### src/rtl/updown_counter_pkg.sv
// Shared constants and helpers for the modulo-N up/down counter.
package updown_counter_pkg;

  // Direction encoding on the dir input.
  localparam logic DIR_UP   = 1'b0;
  localparam logic DIR_DOWN = 1'b1;

  // Legal configurations: the state must fit WIDTH bits and the count range
  // must contain at least two states.
  function automatic bit params_legal(input int width, input int modulus);
    return (width >= 1) && (width <= 30) &&
           (modulus >= 2) && (modulus <= (1 << width));
  endfunction

  // Binary-reflected Gray code of value, limited to the low width bits.
  function automatic logic [31:0] to_gray(input logic [31:0] value, input int width);
    logic [31:0] mask;
    mask = (width >= 32) ? '1 : ((32'd1 << width) - 32'd1);
    return (value ^ (value >> 1)) & mask;
  endfunction

endpackage

### src/rtl/updown_counter_fsm_next.sv
// counter_next_logic: combinational next-state and terminal-count logic.
// Build option: UDC_SATURATE_EN makes the count hold at its limits instead of wrapping.
module counter_next_logic
  import updown_counter_pkg::*;
#(
  parameter int WIDTH   = 2,
  parameter int MODULUS = 4
) (
  input  logic [WIDTH-1:0] s,
  input  logic             x,
  input  logic             dir,
  input  logic             ld,
  input  logic [WIDTH-1:0] d,
  output logic [WIDTH-1:0] n,
  output logic             tc
);

  // Comparisons run one bit wider than the state so that MODULUS = 2**WIDTH
  // is representable and no wrap ever comes from truncation.
  localparam int             WX    = WIDTH + 1;
  localparam logic [WX-1:0]  MOD_X = WX'(MODULUS);
  localparam logic [WX-1:0]  MAX_X = WX'(MODULUS - 1);
  localparam logic [WIDTH-1:0] MAX_W = WIDTH'(MODULUS - 1);

  logic [WX-1:0] s_ext;
  logic [WX-1:0] d_ext;
  logic          at_limit;

  assign s_ext    = {1'b0, s};
  assign d_ext    = {1'b0, d};
  assign at_limit = (dir == DIR_UP) ? (s_ext == MAX_X) : (s_ext == '0);

  // Priority: load, then count, then hold.
  always_comb begin
    // NOTE: every output gets a default first so no path can infer a latch.
    n  = s;
    tc = 1'b0;
    if (ld) begin
      n = (d_ext < MOD_X) ? d : '0;
    end else if (x) begin
      tc = at_limit;
      if (at_limit) begin
`ifdef UDC_SATURATE_EN
        n = s;
`else
        n = (dir == DIR_UP) ? '0 : MAX_W;
`endif
      end else if (dir == DIR_DOWN) begin
        n = s - WIDTH'(1);
      end else begin
        n = s + WIDTH'(1);
      end
    end
  end

endmodule

### src/rtl/updown_counter_fsm.sv
// updown_counter_fsm: modulo-N up/down counter with load, terminal count and
// optional Gray output. Build option: UDC_SATURATE_EN (saturate instead of wrap).
module updown_counter_fsm
  import updown_counter_pkg::*;
#(
  parameter int WIDTH    = 2,
  parameter int MODULUS  = 4,
  parameter int GRAY_OUT = 0
) (
  input  logic             clk,
  input  logic             rst,
  input  logic             x,
  input  logic             dir,
  input  logic             ld,
  input  logic [WIDTH-1:0] d,
  output logic [WIDTH-1:0] y,
  output logic [WIDTH-1:0] s,
  output logic [WIDTH-1:0] n,
  output logic             tc
);

  generate
    if (!params_legal(WIDTH, MODULUS)) begin : g_bad_params
      $error("updown_counter_fsm: MODULUS must lie in 2..2**WIDTH");
    end
  endgenerate

  logic [WIDTH-1:0] n_raw;
  logic             tc_raw;

  counter_next_logic #(
    .WIDTH   (WIDTH),
    .MODULUS (MODULUS)
  ) u_next (
    .s   (s),
    .x   (x),
    .dir (dir),
    .ld  (ld),
    .d   (d),
    .n   (n_raw),
    .tc  (tc_raw)
  );

  // While reset is held the visible next state and flag read as zero.
  assign n  = rst ? n_raw : '0;
  assign tc = rst & tc_raw;

  // State register, cleared asynchronously.
  always_ff @(posedge clk or negedge rst) begin
    // NOTE: sequential state uses non-blocking assignment to avoid update races.
    if (!rst) s <= '0;
    else      s <= n_raw;
  end

  // Moore output encoder.
  generate
    if (GRAY_OUT != 0) begin : g_gray
      assign y = WIDTH'(to_gray(32'(s), WIDTH));
    end else begin : g_bin
      assign y = s;
    end
  endgenerate

endmodule

### config.mk
export PLATFORM = sky130hd
export DESIGN_NAME = updown_counter_fsm
export DESIGN_NICKNAME = d
export VERILOG_FILES = /design/src/rtl/updown_counter_pkg.sv /design/src/rtl/updown_counter_fsm_next.sv /design/src/rtl/updown_counter_fsm.sv
export SDC_FILE = /design/constraint.sdc
export NUM_CORES = 1
export LEC_CHECK = 0
export CORE_AREA = 2 2 39 41
export DETAILED_ROUTE_END_ITERATION = 12
export DIE_AREA = 0 0 41 43
export PLACE_DENSITY = 0.36
export SYNTH_ARGS = -nofsm -noshare
export SYNTH_HDL_FRONTEND = slang
export SYNTH_HIERARCHICAL = 1
export SYNTH_SLANG_ARGS = --single-unit
### constraint.sdc
create_clock -name clk -period 1.6 [get_ports clk]
set_input_delay 0.24 -clock clk [delete_from_list [all_inputs] [get_ports clk]]
set_output_delay 0.24 -clock clk [all_outputs]
set_load 0.005 [all_outputs]
Word-level counts from Yosys, hierarchy flattened
Cells that the tools add are included.
W data, S select, Z words.
{ "op_classes": {"n_eq_ne": 1, "n_lt_le_gt_ge": 1, "n_addsub": 2, "bitwise_logic": 1, "muxes": 10, "reduce_logical": 1} }
{ "op_table": {"columns": ["op", "n"], "rows": [
  ["$mux W2", 7],
  ["$logic_not A3 Y1", 1],
  ["$lt A2 B3 Y1 const B", 1],
  ["$mux W1", 3],
  ["$add A2 B1 Y2 const B", 1],
  ["$eq A2 B2 Y1 const B", 1],
  ["$sub A2 B1 Y2 const B", 1],
  ["$and A1 B1 Y1", 1]
]} }
{ "word_totals": {"inputBits": 7, "out_inout_bits": 7, "ff_bits": 2, "word_cells": 17} }

Longest topological paths before layout
{ "depth": {"ltp_word": 6, "ltp_mapped": 4, "mapped_depth_nobuf": 4} }

Cells and area by module
Netlist, hierarchy kept.
{ "by_module_without_submodules": {"columns": ["module", "area_per_inst_um2", "n_inst", "cells_per_inst", "seq_area_each_um2"], "rows": [
  ["counter_next_logic", 88.8, 1, 13, 0.0],
  ["updown_counter_fsm", 83.8, 1, 7, 50.0]
]} }

Worst setup path before layout
No wires, ideal clock.
{ "synth_path": {"kind": "reg2out", "from": "register s[0]", "to": "output n[1]", "setup_slack_ns": 0.311, "stages_incl_launch_ff": 5, "t_arrival_ns": 1.049, "path_buffers": 0, "cell_sequence": "dfrtp_1 > xnor2_1 > nor4b_1 > nand3b_1 > and2_1"} }
{ "synth_between": {"elab_chain_len": 6, "elab_cells_between_ends": 10} }
{ "synth_rtl": {"columns": ["item", "line_no", "rtl"], "rows": [
  ["start, declared", "updown_counter_fsm.sv:17", "output logic [WIDTH-1:0] s,"],
  ["start signal, assigned", "updown_counter_fsm.sv:52", "else s <= n_raw;"],
  ["$add A2 B1 Y2, or another cell as far along", "updown_counter_fsm_next.sv:51", "n = s + WIDTH'(1);"],
  ["$mux W2 or $mux W1 (tied branches)", "updown_counter_fsm_next.sv:48, updown_counter_fsm_next.sv:31", null],
  ["$mux W2 *", "updown_counter_fsm_next.sv:42", "if (at_limit) begin"],
  ["$mux W2 *", "updown_counter_fsm_next.sv:40", "end else if (x) begin"],
  ["$mux W2 *", "updown_counter_fsm_next.sv:38", "if (ld) begin"],
  ["named net n_raw[1]", "updown_counter_fsm.sv:28", "logic [WIDTH-1:0] n_raw;"],
  ["$mux W2 *", "updown_counter_fsm.sv:45", "assign n = rst ? n_raw : '0;"],
  ["end, declared", "updown_counter_fsm.sv:18", "output logic [WIDTH-1:0] n,"]
]} }
The timed path passes the listed nets; every way through them passes the cells marked *.

Worst setup path after layout
Ends and elaborated chain as after synthesis.

==> flow_summary.html <==
<table>
<tr><th>Metric</th><th>Value</th></tr>
<tr><th colspan="2">Finish</th></tr>
<tr><td>Sequential standard cell area</td><td>52.55 sq um</td></tr>
<tr><td>Layout net count</td><td>51</td></tr>
<tr><td>Multi-input gate area</td><td>140.1 sq um</td></tr>
<tr><td>Antenna diodes</td><td>0</td></tr>
<tr><td>Area added between synthesis and finish</td><td>136.2%</td></tr>
<tr><td>Post-Layout Inst Area</td><td>407.9 sq um</td></tr>
<tr><td>Registers with the highest flip-flop counts</td><td>s (2)</td></tr>
<tr><td>Layout filler cell count</td><td>150</td></tr>
<tr><td>Flip-flop count of the largest register after layout</td><td>2</td></tr>
<tr><td>Fraction of layout instances using a drive strength above 1</td><td>47.62%</td></tr>
<tr><td>Register ranked first by flip-flop count</td><td>s</td></tr>
<tr><td>Utilization of the core after routing</td><td>29.48%</td></tr>
<tr><th colspan="2">STA</th></tr>
<tr><td>Sum of negative setup slack</td><td>-0.2714 ns</td></tr>
<tr><td>Worst slew pin tran</td><td>0.2423 ns</td></tr>
<tr><td>Final-report setup violation count</td><td>2</td></tr>
<tr><td>Least setup slack across all paths after layout</td><td>-0.1472 ns</td></tr>
<tr><td>Worst hold slack</td><td>0.3344 ns</td></tr>
<tr><td>Number of slew-limit violations in the final report</td><td>0</td></tr>
<tr><td>RSZ-0062 raised after global routing</td><td>yes</td></tr>
<tr><td>Number of endpoints with negative hold slack in the final report</td><td>0</td></tr>
<tr><td>Share of the clock period used by the worst path</td><td>109.2%</td></tr>
<tr><td>Headroom to the max-slew limit</td><td>83.85%</td></tr>
<tr><td>Fmax</td><td>572.4 MHz</td></tr>
<tr><td>Shortest clock period the worst path allows after layout</td><td>1.747 ns</td></tr>
<tr><td>Clock skew after layout</td><td>0.002360 ns</td></tr>
<tr><th colspan="2">Worst setup path</th></tr>
<tr><td>Startpoint types</td><td>register</td></tr>
<tr><td>Startpoint-to-endpoint class of the critical path</td><td>register to output pin</td></tr>
<tr><td>Worst-path maximum fanout</td><td>3</td></tr>
<tr><td>Reg-to-reg setup timing slack</td><td>0.47 ns</td></tr>
<tr><td>CP Capture Type</td><td>output pin</td></tr>
<tr><td>Worst path arrival time</td><td>1.51 ns</td></tr>
<tr><td>Worst endpoint required time</td><td>1.36 ns</td></tr>
<tr><th colspan="2">Synthesis</th></tr>
<tr><td>Seq cells post-synth</td><td>2</td></tr>
<tr><td>Number of warnings issued by yosys</td><td>6</td></tr>
<tr><td>Share of synthesized area occupied by flip-flops and latches</td><td>28.99%</td></tr>
<tr><td>Cell area after technology mapping</td><td>172.7 sq um</td></tr>
<tr><td>Number of standard cells after synthesis</td><td>20</td></tr>
<tr><td>Net count of the mapped netlist</td><td>27</td></tr>
<tr><td>Yosys cell types</td><td>12</td></tr>
<tr><td>Post-synthesis average cell area</td><td>8.633 sq um</td></tr>
<tr><th colspan="2">Clocking</th></tr>
<tr><td>Clk Latency, worst-skew pair</td><td>0.22 ns</td></tr>
<tr><td>CTS Buf Count</td><td>3</td></tr>
<tr><td>CTS HTree Levels</td><td>1</td></tr>
<tr><td>Number of buffers inserted by hold repair at cts</td><td>0</td></tr>
<tr><td>Number of buffers on the longest clock path</td><td>2</td></tr>
<tr><td>TritonCTS Sinks</td><td>2</td></tr>
<tr><td>Root buffer selected by CTS</td><td>sky130_fd_sc_hd__clkbuf_4</td></tr>
<tr><td>Clock-pin transition on the worst setup and hold timing paths</td><td>0.03 ns</td></tr>
<tr><td>TritonCTS clock tree</td><td>done</td></tr>
<tr><th colspan="2">GRT</th></tr>
<tr><td>Sum of overflow across all layers after global routing</td><td>0</td></tr>
<tr><td>All-layer global routing usage</td><td>7.831%</td></tr>
<tr><td>Wire length of the first global-routing pass</td><td>883 um</td></tr>
<tr><td>Pin count of the biggest net entering global routing</td><td>7</td></tr>
<tr><td>Antenna violations before repair</td><td>0</td></tr>
<tr><td>Vias in the first global route</td><td>222</td></tr>
<tr><th colspan="2">Placement</th></tr>
<tr><td>HPWL after DPL</td><td>371.1 um</td></tr>
<tr><td>Final GP Congestion</td><td>0.5783</td></tr>
<tr><td>Worst slack at placement</td><td>-0.5036 ns</td></tr>
<tr><td>Area of placed instances</td><td>337.8 sq um</td></tr>
<tr><td>Port buffer count</td><td>13</td></tr>
<tr><th colspan="2">Drt</th></tr>
<tr><td>Via total after detailed routing</td><td>220</td></tr>
<tr><td>DRC violations left</td><td>0</td></tr>
<tr><td>Number of iterations in the first detailed-routing pass</td><td>1</td></tr>
<tr><td>Drt first-iter violations</td><td>0</td></tr>
<tr><td>WL/cell</td><td>10.02 um</td></tr>
<tr><td>Final antenna-violating net count</td><td>0</td></tr>
<tr><td>Wire length reported by the detailed router</td><td>581 um</td></tr>
<tr><td>Average vias per placed instance</td><td>3.793</td></tr>
<tr><th colspan="2">Run</th></tr>
<tr><td>Number of max-cap violations</td><td>0</td></tr>
<tr><th colspan="2">Power</th></tr>
<tr><td>Max IR drop VDD</td><td>332.2 uV</td></tr>
<tr><td>Static Leak</td><td>0.1810 nW</td></tr>
<tr><td>Power density cells</td><td>789.0 nW/um^2</td></tr>
<tr><th colspan="2">Floorplan</th></tr>
<tr><td>Site Rows</td><td>14</td></tr>
<tr><td>Core box area</td><td>1384 sq um</td></tr>
<tr><td>Starting Density</td><td>12.48%</td></tr>
<tr><td>Total die area</td><td>1763 sq um</td></tr>
<tr><td>Number of ports placed on the die boundary</td><td>14</td></tr>
<tr><td>Die outline width</td><td>41 um</td></tr>
<tr><td>Die boundary height</td><td>43 um</td></tr>
<tr><th colspan="2">Hold path</th></tr>
<tr><td>Type of the tightest min-delay check</td><td>input pin to async pin</td></tr>
<tr><th colspan="2">Outcome</th></tr>
<tr><td>Violations in the final reports</td><td>setup timing</td></tr>
<tr><td>Result of the run</td><td>complete, but fails checks</td></tr>
</table>
[placed cells by master, fill, tap and decap left out, drive strengths merged, types with 2 or more instances in the layout]
cell type      netlist  layout
xnor2                2       2
and2                 3       3
buf                  2      10
nor3b                2       2
clkbuf               0       4
dlygate4sd2          0       5
nand3b               2       2
clkdlybuf4s50        0       5
a21oi                2       2
dfrtp                2       2
[worst max-delay path: stages, from the launching register on]
cell and delay (ns):
sky130_fd_sc_hd__dfrtp_2 0.42, sky130_fd_sc_hd__buf_6 0.13, sky130_fd_sc_hd__xnor2_4 0.12, sky130_fd_sc_hd__nor4b_2 0.21, sky130_fd_sc_hd__nand3b_1 0.17, sky130_fd_sc_hd__and2_1 0.13
sky130_fd_sc_hd__buf_2 0.10
[power by group]
part,leakage (nW),switching [mW],internal [mW],total (mW)
Sequential,0.0217,0.0136,0.0599,0.0735
Clock,0.0138,0.0280,0.0827,0.111
Combinational,0.145,0.0464,0.0913,0.138
[final timing paths]
check / startpoint / to / cells after the start
min reg2reg: s[1] / s[1] / 2
max: s[0] / n[1] / 6
min: rst / s[0] / 2
max reg2reg: s[0] / s[1] / 4
max in group asynchronous: rst / s[1] / 2
min in group clk: ld / s[1] / 3
[through the flow]
stage	std cells	power (mW)
floorplan	20	0.1110
global placement	51	0.1803
detailed placement	51	0.1811
CTS	58	0.3135
global route	58	0.3527
finish	58	0.3218
[kinds of logic (layout without fill, tap and decap cells)]
group,count (synthesis),in the layout,synth area share (%)
xor+xnor,2,2,10.15
flops,2,2,28.99
buf+inv,2,24,8.693
simple gates,11,11,43.47
compound gates,3,3,8.693
[routing by layer]
layer / track usage, % / up-vias / part of all wire, %
li1: - / 112 / -
met2: 10.00 / 14 / 47
met3: 1.571 / 0 / 12
met1: 9.968 / 94 / 41
met4: 8.000 / 0 / 0
met5: 0 / - / 0
[cells in the mapped netlist (all sizes together)]
library cell,n,area [sq um]
a21oi,2,10.01
and2,3,18.77
and3b,1,10.01
buf,2,15.01
dfrtp,2,50.05
nand2,1,3.750
nand3b,2,15.01
nor2,1,3.750
nor3b,2,15.01
nor4b,1,8.760
o21ai,1,5.000
xnor2,2,17.52
[area by class of cell]
| class | count | area share [%] |
|---|---|---|
| tap | 16 | 4.908 |
| clock buffer | 3 | 5.521 |
| sequential | 2 | 12.88 |
| timing repair buffer | 21 | 42.33 |
| multi-input combinational | 16 | 34.36 |
[timing repair]
item / 4_1_cts / 5_1_grt
setup endpoints to repair: 3 / 3
resized for setup: 18 / 7
pin swaps: 8 / 5
gates cloned: 0 / 0
buffers inserted: 4 / 0
(Power assumes the default switching activity.)
